### config.mk
export PLATFORM = sky130hd
export DESIGN_NAME = hi_lo_unit
export DESIGN_NICKNAME = d
export VERILOG_FILES = /design/src/rtl/mips_pkg.sv /design/src/rtl/hi_lo_unit.sv
export SDC_FILE = /design/constraint.sdc
export NUM_CORES = 1
export LEC_CHECK = 0
export CORE_UTILIZATION = 60
export CTS_CLUSTER_DIAMETER = 100
export CTS_CLUSTER_SIZE = 8
export DETAILED_ROUTE_END_ITERATION = 10
export PLACE_DENSITY = 0.88
export RECOVER_POWER = 50
export SYNTH_ARGS = -nofsm -noshare
export SYNTH_HDL_FRONTEND = slang
export SYNTH_SLANG_ARGS = --single-unit
### constraint.sdc
create_clock -name clk -period 7.76 [get_ports clk]
set_clock_uncertainty 0.1 [all_clocks]
set_input_delay 1.552 -clock clk [delete_from_list [all_inputs] [get_ports clk]]
set_output_delay 1.552 -clock clk [all_outputs]
set_load 0.005 [all_outputs]
### src/rtl/mips_pkg.sv
// rtl/mips_pkg.sv - shared MIPS funct codes and HI/LO unit state encoding
//
// Purpose: constants shared between the control unit and the HI/LO unit.
// Ports:   none (package).

package mips_pkg;

   // R-type funct codes that write HI/LO
   localparam logic [5:0] FUNCT_MTHI  = 6'h11;
   localparam logic [5:0] FUNCT_MTLO  = 6'h13;
   localparam logic [5:0] FUNCT_MULT  = 6'h18;
   localparam logic [5:0] FUNCT_MULTU = 6'h19;
   localparam logic [5:0] FUNCT_DIV   = 6'h1A;
   localparam logic [5:0] FUNCT_DIVU  = 6'h1B;

   typedef enum logic [1:0] {
      IDLE = 2'd0,
      MUL  = 2'd1,
      DIV  = 2'd2,
      FIX  = 2'd3
   } hilo_state_t;

endpackage

### src/rtl/hi_lo_unit.sv
// rtl/hi_lo_unit.sv - iterative MULT/MULTU/DIV/DIVU unit with HI/LO register pair
//
// Purpose: executes the HI/LO writers of the MIPS execute stage. Multiplies by
//          radix-2 shift-add and divides by radix-2 restoring division, one bit
//          per cycle, on magnitudes; a final FIX cycle applies sign correction.
// Ports:
//   clk        rising-edge clock
//   reset      synchronous, active-high
//   start      qualifies funct for one cycle (ignored while busy)
//   funct      instruction[5:0]
//   operand_a  rs: multiplicand / dividend / MTHI-MTLO source
//   operand_b  rt: multiplier / divisor
//   hi, lo     registered HI/LO
//   busy       high whenever the unit is not IDLE

module hi_lo_unit
   import mips_pkg::*;
#(
   parameter int WIDTH = 32
) (
   input  logic             clk,
   input  logic             reset,
   input  logic             start,
   input  logic [5:0]       funct,
   input  logic [WIDTH-1:0] operand_a,
   input  logic [WIDTH-1:0] operand_b,
   output logic [WIDTH-1:0] hi,
   output logic [WIDTH-1:0] lo,
   output logic             busy
);

   localparam int                 CW       = $clog2(WIDTH);
   localparam logic [CW-1:0]      CNT_LAST = CW'(WIDTH - 1);
   localparam logic [CW-1:0]      CNT_ONE  = CW'(1);
   localparam logic [CW-1:0]      CNT_ZERO = '0;
   localparam logic [WIDTH-1:0]   ONE_W    = WIDTH'(1);
   localparam logic [WIDTH-1:0]   ONES_W   = '1;
   localparam logic [WIDTH-1:0]   ZERO_W   = '0;
   localparam logic [2*WIDTH-1:0] ONE_2W   = (2*WIDTH)'(1);

   hilo_state_t state, state_next;

   logic [CW-1:0]      count;
   // Shared working register: {accumulator/remainder, multiplier/dividend}
   logic [2*WIDTH-1:0] work, work_next;
   logic [WIDTH-1:0]   b_mag;
   logic [WIDTH-1:0]   a_raw;
   logic               div_op;
   logic               neg_main;   // product / quotient must be negated
   logic               neg_rem;    // remainder takes the dividend's sign
   logic               div_zero;

   // ---------------- decode of the incoming instruction ----------------
   logic             op_mul, op_div, op_signed, a_neg, b_neg, accept;
   logic [WIDTH-1:0] a_mag, b_mag_in;

   always_comb begin
      op_mul    = (funct == FUNCT_MULT) || (funct == FUNCT_MULTU);
      op_div    = (funct == FUNCT_DIV)  || (funct == FUNCT_DIVU);
      op_signed = (funct == FUNCT_MULT) || (funct == FUNCT_DIV);
      a_neg     = op_signed & operand_a[WIDTH-1];
      b_neg     = op_signed & operand_b[WIDTH-1];
      // 0x80000000 negates to itself, which is exactly the unsigned 2^31 wanted
      a_mag     = a_neg ? (~operand_a + ONE_W) : operand_a;
      b_mag_in  = b_neg ? (~operand_b + ONE_W) : operand_b;
      accept    = start && (state == IDLE);
   end

   // ---------------- shared adder / subtractor ----------------
   // MUL: upper half + multiplicand. DIV: {remainder, next dividend bit} - divisor,
   // where the carry out of the extra top bit means "no borrow".
   logic [WIDTH:0]   add_x, add_y;
   logic             add_cin;
   logic [WIDTH+1:0] add_sum;

   always_comb begin
      if (state == DIV) begin
         add_x   = work[2*WIDTH-1:WIDTH-1];
         add_y   = ~{1'b0, b_mag};
         add_cin = 1'b1;
      end else begin
         add_x   = {1'b0, work[2*WIDTH-1:WIDTH]};
         add_y   = {1'b0, b_mag};
         add_cin = 1'b0;
      end
      add_sum = {1'b0, add_x} + {1'b0, add_y} + {{(WIDTH+1){1'b0}}, add_cin};
   end

   always_comb begin
      work_next = work;
      if (state == MUL) begin
         work_next = work[0] ? {add_sum[WIDTH:0], work[WIDTH-1:1]}
                             : {1'b0, work[2*WIDTH-1:1]};
      end else if (state == DIV) begin
         work_next = add_sum[WIDTH+1] ? {add_sum[WIDTH-1:0], work[WIDTH-2:0], 1'b1}
                                      : {work[2*WIDTH-2:0], 1'b0};
      end
   end

   // ---------------- sign correction for the FIX cycle ----------------
   logic [2*WIDTH-1:0] prod_neg;
   logic [WIDTH-1:0]   quo_neg, rem_neg, fix_hi, fix_lo;

   always_comb begin
      prod_neg = ~work + ONE_2W;
      quo_neg  = ~work[WIDTH-1:0] + ONE_W;
      rem_neg  = ~work[2*WIDTH-1:WIDTH] + ONE_W;
      fix_hi   = work[2*WIDTH-1:WIDTH];
      fix_lo   = work[WIDTH-1:0];
      if (!div_op) begin
         if (neg_main) begin
            fix_hi = prod_neg[2*WIDTH-1:WIDTH];
            fix_lo = prod_neg[WIDTH-1:0];
         end
      end else if (div_zero) begin
         fix_hi = a_raw;
         fix_lo = ONES_W;
      end else begin
         if (neg_main) fix_lo = quo_neg;
         if (neg_rem)  fix_hi = rem_neg;
      end
   end

   // ---------------- state machine ----------------
   always_ff @(posedge clk) begin
      if (reset) state <= IDLE;
      else       state <= state_next;
   end

   always_comb begin
      state_next = state;
      case (state)
         IDLE: begin
            if (accept && op_mul)      state_next = MUL;
            else if (accept && op_div) state_next = DIV;
         end
         MUL, DIV: begin
            if (count == CNT_ZERO) state_next = FIX;
         end
         FIX:     state_next = IDLE;
         default: state_next = IDLE;
      endcase
   end

   assign busy = (state != IDLE);

   // ---------------- datapath and HI/LO registers ----------------
   always_ff @(posedge clk) begin
      if (reset) begin
         hi       <= ZERO_W;
         lo       <= ZERO_W;
         work     <= '0;
         count    <= CNT_ZERO;
         b_mag    <= ZERO_W;
         a_raw    <= ZERO_W;
         div_op   <= 1'b0;
         neg_main <= 1'b0;
         neg_rem  <= 1'b0;
         div_zero <= 1'b0;
      end else begin
         case (state)
            IDLE: begin
               if (accept) begin
                  if (funct == FUNCT_MTHI) hi <= operand_a;
                  if (funct == FUNCT_MTLO) lo <= operand_a;
                  if (op_mul || op_div) begin
                     work     <= {ZERO_W, a_mag};
                     b_mag    <= b_mag_in;
                     a_raw    <= operand_a;
                     count    <= CNT_LAST;
                     div_op   <= op_div;
                     neg_main <= a_neg ^ b_neg;
                     neg_rem  <= a_neg;
                     div_zero <= op_div && (operand_b == ZERO_W);
                  end
               end
            end
            MUL, DIV: begin
               work <= work_next;
               if (count != CNT_ZERO) count <= count - CNT_ONE;
            end
            FIX: begin
               hi <= fix_hi;
               lo <= fix_lo;
            end
            default: ;
         endcase
      end
   end

endmodule
# ---- Word-level counts from Yosys, hierarchy flattened
# Index checks and enable logic that the tools add are counted.
dict set report word_totals {
  inputBits 73
  output_inout_bits 65
  ff_bits 203
  elab_cells 101
}
dict set report op_classes {
  add_sub_neg 8
  bitwise 9
  n_eq_ne 17
  muxes 34
  n_reduce_logical 22
}
# operator n
set ops {}
lappend ops {{2-to-1 mux 32 bit} 14}
lappend ops {{2-to-1 mux 64 bit} 6}
lappend ops {{adder 32 x 1 -> 32 bit, second input constant} 4}
lappend ops {{inverter 32 bit} 4}
lappend ops {{case mux 32 bit (2 select lines)} 2}
lappend ops {{case mux 64 bit (2 select lines)} 1}
lappend ops {{2-to-1 mux 33 bit} 2}
lappend ops {{adder 64 x 1 -> 64 bit, second input constant} 1}
lappend ops {{inverter 64 bit} 1}
lappend ops {{== test 6 x 5 -> 1 bit, second input constant} 6}
lappend ops {{adder 33 x 33 -> 34 bit} 1}
lappend ops {{adder 34 x 1 -> 34 bit} 1}
lappend ops {{inverter 32 -> 33 bit} 1}
lappend ops {{zero test 32 bit} 1}
lappend ops {{2-to-1 mux 5 bit} 3}
lappend ops {{case mux 5 bit (2 select lines)} 1}
lappend ops {{AND reduction 3 bit} 3}
lappend ops {{AND reduction 4 bit} 2}
lappend ops {{2-to-1 mux 2 bit} 3}
lappend ops {{!= test 2 x 1 -> 1 bit, second input constant} 3}
lappend ops {{!= test 2 bit, second input constant} 3}
lappend ops {{case mux 2 bit (3 select lines)} 1}
lappend ops {{nonzero test 2 bit} 3}
lappend ops {{zero test 5 bit} 1}
lappend ops {{other kinds (14)} 22}

# ---- Longest topological paths before layout
# Gate-level depths: netlist of the first run.
dict set report depth {
  ltp_word 8
  mapped_depth 20
  depth_no_buf 14
}

# ---- Worst setup path after synthesis of the first run
# OpenSTA, ideal clock, no wires.
dict set report synth_timing {
  kind {register to register}
  start {reg state[0]}
  end {reg work[0]}
  setup_ps 95
  stages_incl_launch_ff 18
  arrival_time_ps 4570
  t_required_ps 7565
  path_buffers 6
  path_slack_ps 2995
  synth_period_minus_slack_ps 4765
  cell_sequence {dfxtp_1 -> inv_1 -> ha_1 -> clkbuf_1 -> clkbuf_1 -> clkbuf_1 -> mux2_2 -> ha_1 -> nand3_1 -> nor4b_1 -> o2111a_1 -> o21a_1 -> a21o_1 -> clkbuf_1 -> buf_1 -> clkbuf_1 -> o211ai_1 -> a221oi_1}
}
dict set report synth_between {
  elab_chain_len 8
}
# item line_no
set synth_lines {}
lappend synth_lines {{from (decl)} hi_lo_unit.sv:41} ;# hilo_state_t state, state_next;
lappend synth_lines {{from (signal assigned)} hi_lo_unit.sv:127} ;# else state <= state_next;
lappend synth_lines {{== test 2 bit} {hi_lo_unit.sv:77, hi_lo_unit.sv:94, hi_lo_unit.sv:161}}
lappend synth_lines {{2-to-1 mux 33 bit} hi_lo_unit.sv:77} ;# if (state == DIV) begin
lappend synth_lines {{adder 33 x 33 -> 34 bit} hi_lo_unit.sv:86} ;# add_sum = {1'b0, add_x} + {1'b0, add_y} + {{(WIDTH+1){1'b0}}, add_cin};
lappend synth_lines {{adder 34 x 1 -> 34 bit} hi_lo_unit.sv:86}
lappend synth_lines {{2-to-1 mux 64 bit} hi_lo_unit.sv:95} ;# work_next = add_sum[WIDTH+1] ? {add_sum[WIDTH-1:0], work[WIDTH-2:0], 1'b1}
lappend synth_lines {{2-to-1 mux 64 bit} hi_lo_unit.sv:94} ;# end else if (state == DIV) begin
lappend synth_lines {{2-to-1 mux 64 bit} hi_lo_unit.sv:91} ;# if (state == MUL) begin
lappend synth_lines {{case mux 64 bit (2 select lines)} hi_lo_unit.sv:161} ;# case (state)
lappend synth_lines {{to (signal assigned)} hi_lo_unit.sv:167} ;# work <= {ZERO_W, a_mag};
lappend synth_lines {{to (signal assigned)} hi_lo_unit.sv:179} ;# work <= work_next;
lappend synth_lines {{to (decl)} hi_lo_unit.sv:45} ;# logic [2*WIDTH-1:0] work, work_next;
# Parallel ways exist; a longest one is shown, timed or not. The select of a mux whose other input is x is not followed.
# A chain may end at the register's enable or synchronous reset.

# ---- Final worst setup path of the first run
dict set report layout_timing {
  start {in funct[4]}
  end {reg work[42]}
}
dict set report layout_between {
  elab_chain_len 5
}
# item line_no
set layout_lines {}
lappend layout_lines {{from (decl)} hi_lo_unit.sv:24} ;# input logic [5:0] funct,
lappend layout_lines {{== test 6 x 5 -> 1 bit (on tied branches)} {hi_lo_unit.sv:58, hi_lo_unit.sv:59}}
lappend layout_lines {{logical OR 1 bit (on tied branches)} {hi_lo_unit.sv:58, hi_lo_unit.sv:59}}
lappend layout_lines {{logical OR 1 bit *} hi_lo_unit.sv:166} ;# if (op_mul || op_div) begin
lappend layout_lines {{!= test 2 x 1 -> 1 bit (no line) *} -}
lappend layout_lines {{AND reduction 4 bit (no line) *} -}
# Every way passes the cells marked *; elsewhere a longest branch is shown, timed or not.

==> reports/results.tsv, run 1 <==
stage	metric	value	unit
synthesis	Seq/Total Area, Yosys	26.1	%
detailed_routing	DRC violations left	0	
clocking	Num CTS Buffers	29	
layout	fraction of layout cells with a size suffix above 1	5.17	%
worst_setup_path	biggest cell delay along the critical path	1.29	ns
global_route	total track usage	36.4	%
synthesis	Yosys reg bits	203	
detailed_routing	routed len/inst	20.3	µm
timing	slew margin rel.	-65.6	%
clocking	clock buffer depth	3	
detailed_routing	Final ANT Viol Nets	0	
detailed_routing	vias	16400	
outcome	failing checks	max-capacitance violations, max-slew violations	
worst_setup_path	r2r setup slk	2.07	ns
floorplan	die height	163	µm
placement	placed insts	2389	
timing	slew at the pin closest to its max-slew limit	2.48	ns
synthesis	ys flop type	dfxtp_1	
layout	Layout area overhead	12.6	%
detailed_routing	vias per std cell	6.77	
clocking	CTS Sinks	203	
clocking	TritonCTS clock tree	done	
detailed_routing	drt pass-1 iters	7	
synthesis	number of synthesized flops with an enable pin	0	
floorplan	die width	163	µm
worst_setup_path	worst r2r path cells	12	
synthesis	Post-synth ARST share	0	%
global_route	initial antenna violation count	0	
layout	commonest non-fill, non-tap cell in the layout	nand2_1	
clocking	htree depth	1	
floorplan	Die ar.	0.0266	mm²
worst_setup_path	ordered list of cells on the worst path	dlygate4sd3_1 -> nor3b_1 -> and3_1 -> nand2_1 -> buf_4 -> o21ai_2 -> clkbuf_1 -> nand2_1 -> nor2_1 -> nand2_1 -> nor2_1 -> a221o_1	
synthesis	synth warn	0	
worst_hold_path	WHS Endpoint	lo[4]	
timing	Tmin final	6.08	ns
synthesis	synth unique cells	71	
power_and_ir_drop	PwrDens	244	mW/mm²
global_route	first-pass GRT wire length	78300	µm
power_and_ir_drop	peak supply drop	243	µV
worst_setup_path	Crit path arrival time	6.47	ns
worst_hold_path	Hold WC Path Type	reg -> reg	
floorplan	io pins	138	
worst_setup_path	Critical Path Most Common Cell	nand2_1	
worst_setup_path	CP endpoint kind	flip-flop	
floorplan	CORE AREA	0.0253	mm²
layout	final std cells w/o fill	2421	
synthesis	Synth Area per Inst	7.41	µm²
timing	Final Max Slew Viols	83	
worst_setup_path	slowest cell on the critical path	clkbuf_1	
flow_run	# Max-Cap Violations	2	
worst_setup_path	Worst R2R Start	work[0]	
timing	final setup fails	0	
clocking	clk_lat worst skew	0.56	ns
global_route	number of global-route vias before repair	15100	
synthesis	Synth Instances	2101	
power_and_ir_drop	leakage dissipation	6.59	nW
detailed_routing	First DRT Iteration DRCs	1856	
detailed_routing	WL final	49100	µm
synthesis	Mapped Area	0.0156	mm²
layout	Finished Core Util	69.2	%
timing	Hold Fails Final Rpt	0	
worst_setup_path	crit path from	funct[4]	
worst_setup_path	RR Endpoint	hi[8]	
worst_setup_path	startpoint type of the worst setup path	primary input	
clocking	CTS root buffer	clkbuf_16	
timing	Fmax	165	MHz
timing	RSZ-0062 raised after global routing	false	
worst_setup_path	maximum fanout along the worst path	43	
outcome	status	finished with violations	
global_route	total congestion overflow	0	
clocking	Hold Buf Count CTS	0	
synthesis	Synth Net Count	2217	
worst_hold_path	Worst Hold Path Cells	2	
placement	RePlAce Congestion	1.00	
timing	period utilization	78.3	%
layout	highest-count cells in the layout ignoring fill and taps	301 x nand2_1, 202 x dfxtp_1, 196 x a21oi_1	
layout	final net count	2206	
timing	Total Neg Setup Slack	0	ns
worst_hold_path	Hold Path Origin	lo[4]	
placement	PortBufs	137	
floorplan	Starting Density	61.4	%
floorplan	Cell Rows	58	
placement	HPWL after DPL	34600	µm
worst_setup_path	Setup CP Type	in -> reg	
clocking	# Post-CTS Setup Buffers	0	
clocking	clock-pin slew on the worst setup and hold paths	0.05	ns
worst_setup_path	Critical Path RT	8.15	ns
clocking	CTS-repair resized insts	0	
global_route	largest net degree at the start of global routing	101	
-- state kept, by name, indices dropped and copies added (netlist names) --
signal / cells
work: 64
count: 5
a_raw: 32
neg_rem: 1
div_op: 1
b_mag: 32
div_zero: 1
hi: 32
state: 2
lo: 32
neg_main: 1
-- stage by stage --
step | area (µm²) | power [W] | hold WS (ns) | worst slack, ns
finish | 17500 | 0.00427 | 0.346 | 1.68
floorplan | 15600 | 0.00257 | 0.331 | 2.99
global placement | 16800 | 0.00305 | 0.339 | 2.57
CTS | 17500 | 0.00422 | 0.353 | 2.56
global route | 17500 | 0.00446 | 0.371 | 1.37
detailed placement | 16800 | 0.00310 | 0.346 | 2.37
-- cell families after synthesis --
logic type | synth area share, %
flops | 26.1
simple gates | 18.7
mux | 6.71
xor+xnor | 11.0
fa+ha+maj | 3.51
compound gates | 28.1
buf+inv | 5.90
-- layer usage --
| metal | routed length, µm | global-route usage, % | vias to the layer above |
|---|---|---|---|
| li1 | - | - | 7567 |
| met1 | 19200 | 46.7 | 7642 |
| met2 | 22000 | 58.4 | 1003 |
| met3 | 5290 | 5.99 | 180 |
| met4 | 2550 | 19.1 | 0 |
| met5 | 0 | 0 | - |
-- cells in the mapped netlist (32+ instances only) --
master	count	area share [%]
a211oi_1	64	3.1
a21oi_1	198	6.4
clkbuf_1	175	4.2
dfxtp_1	203	26
ha_1	42	3.4
inv_1	35	0.84
mux2_2	35	2.5
mux2i_1	65	4.2
nand2_1	301	7.3
nor2_1	151	3.6
nor3_1	38	1.2
o211ai_1	44	2.1
o21ai_0	131	4.2
o221ai_1	32	1.8
o31ai_1	34	1.6
xnor2_1	99	5.6
xor2_1	96	5.4
-- how the worst max path moves through the flow --
stage / end / slack (ns)
after floorplan: work[0] / 2.99
after global placement: work[27] / 2.57
after detailed placement: work[27] / 2.37
after CTS: work[38] / 2.56
after global routing: work[47] / 1.37
final: work[42] / 1.68
-- cell type report --
| type | count | area [µm²] |
|---|---|---|
| diodes | 1 | 2.50 |
| clock buffers | 29 | 726 |
| clock inverters | 2 | 27.5 |
| fillers | 2115 | 7800 |
| inverters | 37 | 139 |
| multi-input cells | 1659 | 10600 |
| flip-flops and latches | 203 | 4070 |
| well taps | 330 | 413 |
| repair buffers | 160 | 1530 |
-- worst max-delay path, delay by kind of cell --
kind | cells | cell delay, ns
AO/OA/AOI/OAI | 2 | 0.24
buffers and inverters | 3 | 2.10
AND/OR/NAND/NOR | 7 | 2.56
-- power by group --
part	switching [W]	internal, W	leakage (nW)
Sequential	0.000119	0.00113	1.64
Clock	0.000464	0.000654	0.367
Combinational	0.00128	0.000633	4.58
Note: power is estimated with default switching activity, not from simulation.
==> run 2, diff against run 1 <==
--- a/config.mk
+++ b/config.mk
@@ -5,11 +5,11 @@
 export SDC_FILE = /design/constraint.sdc
 export NUM_CORES = 1
 export LEC_CHECK = 0
-export CORE_UTILIZATION = 60
+export CORE_UTILIZATION = 54
 export CTS_CLUSTER_DIAMETER = 100
 export CTS_CLUSTER_SIZE = 8
 export DETAILED_ROUTE_END_ITERATION = 10
-export PLACE_DENSITY = 0.88
+export PLACE_DENSITY = 0.83
 export RECOVER_POWER = 50
 export SYNTH_ARGS = -nofsm -noshare
 export SYNTH_HDL_FRONTEND = slang
==> constraint.sdc (replaced) <==
create_clock -name clk -period 5.4 [get_ports clk]
set_clock_uncertainty 0.1 [all_clocks]
set_input_delay 1.08 -clock clk [delete_from_list [all_inputs] [get_ports clk]]
set_output_delay 1.08 -clock clk [all_outputs]
set_load 0.005 [all_outputs]
==> reports/results.tsv, run 2 (synthesized netlist as in run 1, its figures left out) <==
stage	metric	value	unit	change
outcome	status	finished with violations		
outcome	failing checks	max-capacitance violations, max-slew violations		
clocking	clk_lat worst skew	0.58	ns	+0.02 ns
global_route	initial antenna violation count	0		unchanged
detailed_routing	routed len/inst	20.6	µm	+1.8%
layout	highest-count cells in the layout ignoring fill and taps	301 x nand2_1, 202 x dfxtp_1, 198 x a21oi_1		
worst_setup_path	maximum fanout along the worst path	42		-2.3%
floorplan	die height	172	µm	+5.3%
detailed_routing	First DRT Iteration DRCs	1768		-4.7%
floorplan	CORE AREA	0.0281	mm²	+11%
detailed_routing	DRC violations left	0		unchanged
timing	slew margin rel.	-38.3	%	+27 points
clocking	Num CTS Buffers	29		unchanged
clocking	CTS root buffer	clkbuf_16		
timing	RSZ-0062 raised after global routing	false		
placement	PortBufs	137		unchanged
timing	Fmax	209	MHz	
timing	Tmin final	4.79	ns	
worst_setup_path	CP endpoint kind	flip-flop		
worst_setup_path	Critical Path RT	5.74	ns	-2.41 ns
clocking	clock buffer depth	3		unchanged
clocking	Hold Buf Count CTS	0		unchanged
power_and_ir_drop	leakage dissipation	6.64	nW	+0.76%
clocking	CTS-repair resized insts	0		unchanged
floorplan	io pins	138		unchanged
detailed_routing	vias per std cell	6.52		-3.7%
global_route	total congestion overflow	0		unchanged
global_route	largest net degree at the start of global routing	103		+2.0%
global_route	number of global-route vias before repair	14700		-2.9%
clocking	# Post-CTS Setup Buffers	0		unchanged
global_route	total track usage	33.9	%	-2.5 points
floorplan	Die ar.	0.0295	mm²	+11%
placement	HPWL after DPL	36400	µm	+5.2%
timing	worst hold slack	0.342	ns	-0.00348 ns
clocking	TritonCTS clock tree	done		
global_route	first-pass GRT wire length	79500	µm	+1.5%
layout	fraction of layout cells with a size suffix above 1	5.47	%	+0.30 points
floorplan	Starting Density	55.4	%	-6.0 points
placement	RePlAce Congestion	0.961		-4.3%
worst_setup_path	Setup CP Type	reg -> reg		
worst_setup_path	Crit path arrival time	5.12	ns	-1.35 ns
layout	commonest non-fill, non-tap cell in the layout	nand2_1		
timing	final setup fails	0		unchanged
layout	Layout area overhead	13.4	%	
floorplan	die width	172	µm	+5.3%
power_and_ir_drop	peak supply drop	337	µV	+38%
flow_run	# Max-Cap Violations	4		+2
detailed_routing	Final ANT Viol Nets	0		unchanged
clocking	clock-pin slew on the worst setup and hold paths	0.05	ns	about the same
clocking	htree depth	1		unchanged
power_and_ir_drop	PwrDens	351	mW/mm²	+44%
layout	number of flip-flops under the largest register name	64		unchanged
detailed_routing	WL final	51100	µm	+4.2%
detailed_routing	drt pass-1 iters	6		-1
timing	Hold Fails Final Rpt	0		unchanged
timing	period utilization	88.6	%	
detailed_routing	vias	16200		-1.3%
timing	Final Max Slew Viols	138		+66%
floorplan	Cell Rows	61		+5.2%
worst_hold_path	Hold WC Path Type	reg -> reg		
layout	n_diodes	0		-1
worst_setup_path	startpoint type of the worst setup path	flip-flop		
clocking	CTS Sinks	203		unchanged
layout	final net count	2218		+0.54%
layout	Reg with most FFs	work		
timing	slew at the pin closest to its max-slew limit	2.07	ns	-0.409 ns
timing	Total Neg Setup Slack	0	ns	unchanged
[run 2: cell types whose count changed in the layout (fill, tap and decap cells not counted), sizes merged]
cell,delta
buf,+9
clkbuf,+3
diode,-1
[run 2: final cells by class]
cell class              instances  area (µm²)
inverters                      37         139
repair buffers                172        1610
fillers                      2573       10400
flip-flops and latches        203        4070
clock buffers                  29         726
clock inverters                 2        27.5
multi-input cells            1659       10600
well taps                     378         473
[run 2: metrics by stage]
stage	worst slack (ns)	instance area, µm²	utilization (%)	std cells	total power [W]
floorplan	0.635	15600	-	2101	0.00369
global placement	0.799	16900	60.3	2449	0.00445
CTS	0.669	17700	63.0	2480	0.00612
global route	0.397	17700	62.8	2480	0.00648
finish	0.615	17700	62.8	2480	0.00619
detailed placement	0.698	16900	60.3	2449	0.00451
[run 2: final timing paths]
kind                 start        to  slack (ns)  cells past startpoint
hold reg to reg      lo[7]     lo[7]        0.34                      2
setup reg to reg  state[0]  work[33]        0.61                     14
setup / recovery  state[0]  work[33]        0.61                     14
hold / removal       lo[7]     lo[7]        0.34                      2
[run 2: critical path: stages (launching register included)]
cell	delay, ns
dfxtp_1	0.33
inv_1	0.17
ha_4	0.54
mux2_2	0.41
ha_1	0.36
and2_1	0.23
and3_1	0.24
a211oi_1	0.10
o31ai_1	0.36
o21a_1	0.28
a21o_1	0.55
buf_4	0.38
mux2i_1	0.20
o21ai_0	0.11
a22o_1	0.22
[run 2: power by group]
part / switching (W) / leakage, nW / internal (W) / total [W]
Clock: 0.000678 / 0.367 / 0.000939 / 0.00162
Combinational: 0.00186 / 4.63 / 0.000924 / 0.00279
Sequential: 0.000171 / 1.64 / 0.00162 / 0.00179
Total: 0.00271 / 6.64 / 0.00348 / 0.00619
[run 2: per-layer routing]
| layer | part of all wire (%) | track usage, % |
|---|---|---|
| met1 | 42 | 44.5 |
| met2 | 45 | 55.0 |
| met3 | 9.7 | 5.52 |
| met4 | 3.8 | 13.5 |
| met5 | 0 | 0 |
==> run 3, diff against run 2 <==
--- a/config.mk
+++ b/config.mk
@@ -11,6 +11,8 @@
 export DETAILED_ROUTE_END_ITERATION = 10
 export PLACE_DENSITY = 0.83
 export RECOVER_POWER = 50
+export SKIP_LAST_GASP = 1
+export SLEW_MARGIN = 40
 export SYNTH_ARGS = -nofsm -noshare
 export SYNTH_HDL_FRONTEND = slang
 export SYNTH_SLANG_ARGS = --single-unit
==> reports/results.tsv, run 3 (synthesized netlist as in run 1, its figures left out) <==
stage	metric	value	unit	change
global_route	busiest grt layer	met2		
layout	Reg with most FFs	work		
floorplan	Starting Density	55.4	%	unchanged
layout	commonest non-fill, non-tap cell in the layout	nand2_1		
clocking	clk_lat worst skew	0.56	ns	-0.02 ns
clocking	clock-pin slew on the worst setup and hold paths	0.05	ns	about the same
floorplan	Cell Rows	61		unchanged
flow_run	# Max-Cap Violations	4		unchanged
layout	Layout area overhead	13.6	%	
timing	RSZ-0062 raised after global routing	false		
timing	Tmin final	4.78	ns	-0.00432 ns
global_route	first-pass GRT wire length	79600	µm	+0.15%
layout	area of the multi-input gates	0.0106	mm²	+0.26%
worst_setup_path	slowest cell on the critical path	ha_4		
timing	Total Neg Setup Slack	0	ns	unchanged
timing	slew margin rel.	-57.7	%	-19 points
worst_setup_path	ordered list of cells on the worst path	inv_1 -> ha_4 -> mux2_2 -> ha_1 -> and2_1 -> and3_1 -> a211oi_1 -> o31ai_1 -> o21a_1 -> a21o_1 -> buf_4 -> mux2i_1 -> o21ai_0 -> a22o_1		
power_and_ir_drop	final total power	0.00619	W	about the same
worst_hold_path	Hold WC Path Type	reg -> reg		
worst_setup_path	r2r setup slk	0.62	ns	about the same
detailed_routing	DRC violations left	0		unchanged
timing	slew at the pin closest to its max-slew limit	2.37	ns	+0.291 ns
power_and_ir_drop	peak supply drop	292	µV	-13%
global_route	initial antenna violation count	1		+1
worst_setup_path	Setup CP Type	reg -> reg		
placement	PortBufs	137		unchanged
timing	Fmax	209	MHz	about the same
clocking	clock buffer depth	3		unchanged
worst_setup_path	RR Endpoint	work[33]		
detailed_routing	First DRT Iteration DRCs	1883		+6.5%
layout	fraction of layout cells with a size suffix above 1	5.71	%	+0.24 points
worst_setup_path	maximum fanout along the worst path	42		unchanged
worst_setup_path	crit path from	state[0]		
worst_setup_path	worst setup path endpoint	work[33]		
layout	highest-count cells in the layout ignoring fill and taps	300 x nand2_1, 202 x dfxtp_1, 197 x a21oi_1		
clocking	Hold Buf Count CTS	0		unchanged
outcome	failing checks	max-capacitance violations, max-slew violations		
global_route	grt met1 use	45.2	%	+0.69 points
placement	RePlAce Congestion	0.961		unchanged
global_route	met2 usage in global routing	55.0	%	-0.070 points
clocking	CTS root buffer	clkbuf_16		
power_and_ir_drop	PwrDens	350	mW/mm²	-0.16%
worst_setup_path	Critical Path RT	5.74	ns	about the same
floorplan	die width	172	µm	unchanged
outcome	status	finished with violations		
worst_setup_path	Worst R2R Start	state[0]		
floorplan	CORE AREA	0.0281	mm²	unchanged
detailed_routing	routed len/inst	20.5	µm	-0.70%
worst_setup_path	Crit path arrival time	5.12	ns	about the same
layout	final net count	2218		unchanged
clocking	# Post-CTS Setup Buffers	0		unchanged
global_route	total track usage	33.8	%	-0.041 points
detailed_routing	drt pass-1 iters	7		+1
clocking	Num CTS Buffers	29		unchanged
layout	number of flip-flops under the largest register name	64		unchanged
worst_hold_path	Worst Hold Path Cells	2		unchanged
clocking	TritonCTS clock tree	done		
global_route	largest net degree at the start of global routing	103		unchanged
worst_setup_path	biggest cell delay along the critical path	0.55	ns	about the same
timing	period utilization	88.5	%	about the same
layout	n_diodes	0		unchanged
floorplan	Die ar.	0.0295	mm²	unchanged
power_and_ir_drop	leakage dissipation	6.65	nW	about the same
timing	final setup fails	0		unchanged
clocking	htree depth	1		unchanged
clocking	CTS Sinks	203		unchanged
worst_setup_path	startpoint type of the worst setup path	flip-flop		
worst_setup_path	CP endpoint kind	flip-flop		
timing	Hold Fails Final Rpt	0		unchanged
placement	HPWL after DPL	36500	µm	+0.14%
global_route	met3 Use GR	4.07	%	-1.4 points
worst_setup_path	worst r2r path cells	14		unchanged
layout	Register Area	0.00407	mm²	unchanged
timing	Final Max Slew Viols	142		+2.9%
detailed_routing	vias	16100		-0.36%
detailed_routing	Final ANT Viol Nets	0		unchanged
clocking	CTS-repair resized insts	0		unchanged
global_route	total congestion overflow	0		unchanged
floorplan	die height	172	µm	unchanged
detailed_routing	vias per std cell	6.50		-0.36%
global_route	number of global-route vias before repair	14600		-0.52%
detailed_routing	WL final	50800	µm	-0.70%
layout	Layout fillers	2607		+1.3%
floorplan	io pins	138		unchanged
run 3: report_power, final:
part           switching [W]  leakage, nW  internal (W)
Clock               0.000679        0.367      0.000939
Sequential          0.000174         1.64       0.00162
Combinational        0.00185         4.64      0.000930
Total                0.00271         6.65       0.00349
run 3: per-layer routing:
layer / share of wire (%) / wire length, µm / up-vias
met1: 41 / 21000 / 7450
met5: 0.030 / 15 / -
met4: 4.1 / 2110 / 2
met3: 9.3 / 4720 / 153
met2: 45 / 22900 / 933
li1: - / - / 7575
run 3: how the worst min path moves through the flow:
stage / start / endpoint / slack [ns]
after global placement: lo[6] / lo[6] / 0.34
final: lo[7] / lo[7] / 0.34
after global routing: lo[7] / lo[7] / 0.36
after floorplan: a_raw[12] / a_raw[12] / 0.33
after CTS: lo[7] / lo[7] / 0.35
after detailed placement: lo[7] / lo[7] / 0.34
run 3: area by class of cell:
class / count / area share (%)
multi-input combinational: 1659 / 60.2
inverter: 37 / 0.785
tap: 378 / 2.67
clock inverter: 2 / 0.156
clock buffer: 29 / 4.10
timing repair buffer: 172 / 9.12
sequential: 203 / 23.0
run 3: critical path: cells and delay by family, from the launching register on:
family / cells / cell delay (ns)
AOI/OAI and AO/OA: 6 / 1.62
adders and majority gates: 2 / 0.91
buffers and inverters: 2 / 0.54
DFF: 1 / 0.33
muxes: 2 / 0.62
and+or+nand+nor: 2 / 0.47
run 3: stage by stage:
step	hold slack (ns)	setup slack, ns	instance area, µm²	utilization [%]	cells
after floorplan	0.331	0.635	15600	-	2101
after global placement	0.338	0.799	16900	60.3	2449
after detailed placement	0.344	0.689	17000	60.4	2449
after CTS	0.349	0.655	17700	63.0	2480
after global routing	0.365	0.355	17700	63.0	2480
final	0.343	0.619	17700	63.0	2480
==> patch 1, RTL diff (config.mk and constraints of run 2) <==
`WIDTH`: 32 -> 16.
--- a/src/rtl/hi_lo_unit.sv
+++ b/src/rtl/hi_lo_unit.sv
@@ -16,7 +16,7 @@
 module hi_lo_unit
    import mips_pkg::*;
 #(
-   parameter int WIDTH = 32
+   parameter int WIDTH = 16
 ) (
    input  logic             clk,
    input  logic             reset,
Interface: changed (resized hi, lo, operand_a and operand_b); port bits go from 138 to 74. The function was not compared with the original's and may differ.
==> patch 1 against run 2 <==
- the run still ends with capacitance limit, slew limit left
- design area decreased by 49%
- global-route usage fell by 3.4 points
- fmax grew 4.1%
- power decreased by 59%
- first-iteration DRC count is 43% lower
- sequential cell count decreased by 97
- wire length fell by 54%
- setup slack better by 190 ps
- synthesized area decreased by 48%
- highest routed layer unchanged
==> patch 1: results (changes against run 2) <==
[drt]
vias=8278  ; was 16200
drt_pre_antenna_iters=8  ; was 6
initialDrtViolationCount=1011  ; was 1768
met1Wirelength_um=10100  ; was 21200 um
postRouteWirelength_um=23700  ; was 51100 um
wl_met2_um=10300  ; was 23000 um
wl_met3_um=2590  ; was 4970 um
vias_per_cell=6.44  ; was 6.52

[yosys]
synth_xor_area_frac=0.0854  ; was 0.110
yosys-top-cells-count=165 x nand2_1, 106 x dfxtp_1, 104 x a21oi_1  ; was 301 x nand2_1, 203 x dfxtp_1, 198 x a21oi_1
ys_top_cells_by_area=dfxtp_1 26%, nand2_1 7.6%, a21oi_1 6.4%, nor2_1 4.6%, xnor2_1 4.5%  ; was dfxtp_1 26%, nand2_1 7.3%, a21oi_1 6.4%, xnor2_1 5.6%, xor2_1 5.4%
syn_area_um2=8100  ; was 15600 um2
muxShareOfSynthArea=0.0524  ; was 0.0671
synthCells=1092  ; was 2101
post_synth_fa_ha_maj_area_fraction=0.0395  ; was 0.0351
seq_area_frac_synth=0.262  ; was 0.261
synth_compound_area_frac=0.288  ; was 0.281
synth_nets=1158  ; was 2217
synth_cell_types=79  ; was 71

[clocking]
cts_buffers=9  ; was 29
htreeDepth=3  ; was 1
insertion_delay_ps=360  ; was 580 ps
cts-root-buf=clkbuf_16  ; unchanged
cts_resized=0  ; unchanged
ctsLongestPathBuffers=2  ; was 3
path_clk_slew_ps=80  ; was 50 ps

[pwr]
leakagePower_uw=0.00338  ; was 0.00664 uW
seq_cell_power_uw=858  ; was 1790 uW
finalPower_uw=2520  ; was 6190 uW
switching_share=0.396  ; was 0.438
p_comb_uw=960  ; was 2790 uW
ir_worst_vdd_uv=197  ; was 337 uV

[grt]
grt_pass1_vias=7482  ; was 14700
grt_use_met1=0.417  ; was 0.445
use_met3=0.0649  ; was 0.0552
grt_max_degree=94  ; was 103
grt_first_pass_wirelength_um=38600  ; was 79500 um
grt_use_met2=0.459  ; was 0.550
gr-usage-all-layers=0.305  ; was 0.339

[placed_design]
portBuffers=73  ; was 137
gp_congestion=0.977  ; was 0.961
place_area_um2=8740  ; was 16900 um2
dp_cells=1269  ; was 2449
preCtsSetupSlack_ps=1050  ; was 698 ps
hpwl_um=16800  ; was 36400 um

[sta]
slew_headroom=-0.569  ; was -0.383
maxSlewViolCount=52  ; was 138

[cells_and_area]
fill_cells=1323  ; was 2573
largest_register_ffs=32  ; was 64
layout-drive-gt1-share=0.0627  ; was 0.0547

[outcome]
violations=capacitance limit, slew limit  ; unchanged
outcome=complete, but fails checks  ; unchanged

[setup_path]
cp_slowest_cell=clkbuf_1  ; was a21o_1
worstPathArrival_ps=4710  ; was 5120 ps
critPathMaxStageDelay_ps=1670  ; was 550 ps
critPathMaxFanout=51  ; was 42

[flow_run]
maxCapViolations=1  ; was 4

## patch 1: final cells by class
cell class / count / area (um2) / share of cell area
well taps: 184 / 230 / 0.0255
clock buffers: 10 / 239 / 0.0264
inverters: 29 / 109 / 0.0120
flip-flops and latches: 106 / 2120 / 0.235
multi-input cells: 862 / 5440 / 0.602
repair buffers: 88 / 823 / 0.0911
clock inverters: 6 / 73.8 / 0.00817
## patch 1: worst paths after layout
check | from | endpoint | slack (ps) | cells after the start
setup / recovery | funct[4] | work[15]$_SDFFE_PP0P_ | 800 | 10
hold / removal | lo[7]$_SDFFE_PP0P_ | lo[7]$_SDFFE_PP0P_ | 350 | 2
setup reg to reg | state[0]$_SDFFE_PP0P_ | work[21]$_SDFFE_PP0P_ | 950 | 12
hold reg to reg | lo[7]$_SDFFE_PP0P_ | lo[7]$_SDFFE_PP0P_ | 350 | 2
## patch 1: worst max-delay path, delay by kind of cell
family,cells,cell delay [ps]
simple gates,4,730
buf+inv,3,2490
compound gates,3,380
==> patch 2, RTL diff (config.mk and constraints of run 2) <==
Made on the original files. The 4 states of `hilo_state_t` get a one-hot encoding in 4 bits.
--- a/src/rtl/mips_pkg.sv
+++ b/src/rtl/mips_pkg.sv
@@ -13,11 +13,11 @@
    localparam logic [5:0] FUNCT_DIV   = 6'h1A;
    localparam logic [5:0] FUNCT_DIVU  = 6'h1B;
 
-   typedef enum logic [1:0] {
-      IDLE = 2'd0,
-      MUL  = 2'd1,
-      DIV  = 2'd2,
-      FIX  = 2'd3
+   typedef enum logic [3:0] {
+      IDLE = 4'b0001,
+      MUL  = 4'b0010,
+      DIV  = 4'b0100,
+      FIX  = 4'b1000
    } hilo_state_t;
 
 endpackage
Function: same outputs for any inputs over 4 cycles, from zero or initial values and one cycle with reset high; so few cycles prove little.
==> patch 2 against run 2 <==
- the flow still finishes with violations (capacitance limit, slew limit)
- wire length shrank 4.5%
- setup slack lost 130 ps
- synthesized area shrank 2.1%
- sequential cell count grew 2
- design area shrank 1.9%
- critical endpoint is now work[59]$_SDFFE_PP0P_
- largest cell class unchanged
Power is not compared: it rests on default switching activity, and its combinational part moved more than twofold at a synthesized area within 25%.
==> patch 2: results (changes against run 2) <==
[outcome]
outcome=complete, but fails checks  ; unchanged
violations=capacitance limit, slew limit  ; unchanged

[yosys]
ys_top_cells_by_area=dfxtp_1 27%, nand2_1 7.9%, xnor2_1 6.4%, a21oi_1 5.2%, o21ai_0 5.2%  ; was dfxtp_1 26%, nand2_1 7.3%, a21oi_1 6.4%, xnor2_1 5.6%, xor2_1 5.4%
synth_cell_types=73  ; was 71
yosys-top-cells-count=319 x nand2_1, 205 x dfxtp_1, 202 x nor2_1  ; was 301 x nand2_1, 203 x dfxtp_1, 198 x a21oi_1

[placed_design]
gp_congestion=0.958  ; was 0.961

[grt]
antenna_found_initial=1  ; was 0
use_met3=0.0467  ; was 0.0552

[clocking]
insertion_delay_ps=540  ; was 580 ps

[setup_path]
worstPathArrival_ps=5250  ; was 5120 ps
rrSetupSlack_ps=480  ; was 610 ps

[sta]
worstMarginPinSlew_ps=2060  ; was 2070 ps
fin_hold_ws_ps=345  ; was 342 ps
maxSlewViolCount=212  ; was 138

[cells_and_area]
fill_cells=2491  ; was 2573
design.seq.count=205  ; was 203
multi_input_gates=1657  ; was 1659
syn2layout_area_growth_pct=13.6  ; was 13.4%
multiInputGateArea_um2=10300  ; was 10600 um2
multi_input_area_share=0.593  ; was 0.601
nets=2201  ; was 2218
seq_area_um2=4110  ; was 4070 um2
buf_share=0.0947  ; was 0.0912

[hold_path]
min_from=lo[10]$_SDFFE_PP0P_  ; was lo[7]$_SDFFE_PP0P_

[flow_run]
maxCapViolations=4  ; unchanged

[drt]
wl_per_cell_um=19.8  ; was 20.6 um

[patch 2: changes by cell type after synthesis, moves of 12 or more]
| cell | delta |
|---|---|
| xnor2_1 | +12 |
| xor2_1 | -20 |
| a221oi_1 | +27 |
| o211ai_1 | -26 |
| nor2_1 | +51 |
| a22o_1 | -14 |
| mux2i_1 | -49 |
| a21oi_1 | -39 |
| nand2_1 | +18 |
| o21ai_0 | +27 |
[patch 2: metal layers]
layer	part of all wire	routed length, um
met5	0.00027	13
met2	0.44	21600
met4	0.052	2550
met1	0.40	19700
met3	0.10	4950
[patch 2: kinds of logic (layout without fill, tap and decap cells)]
logic type               Yosys count  in the layout  synth area share
multiplexers                      42             42            0.0297
buffers and inverters            231            227            0.0588
AND/OR/NAND/NOR                  739            739             0.219
flip-flops                       205            205             0.269
adder cells (fa/ha/maj)           38             38            0.0317
AO/OA/AOI/OAI                    651            651             0.284
XOR/XNOR                         187            187             0.107
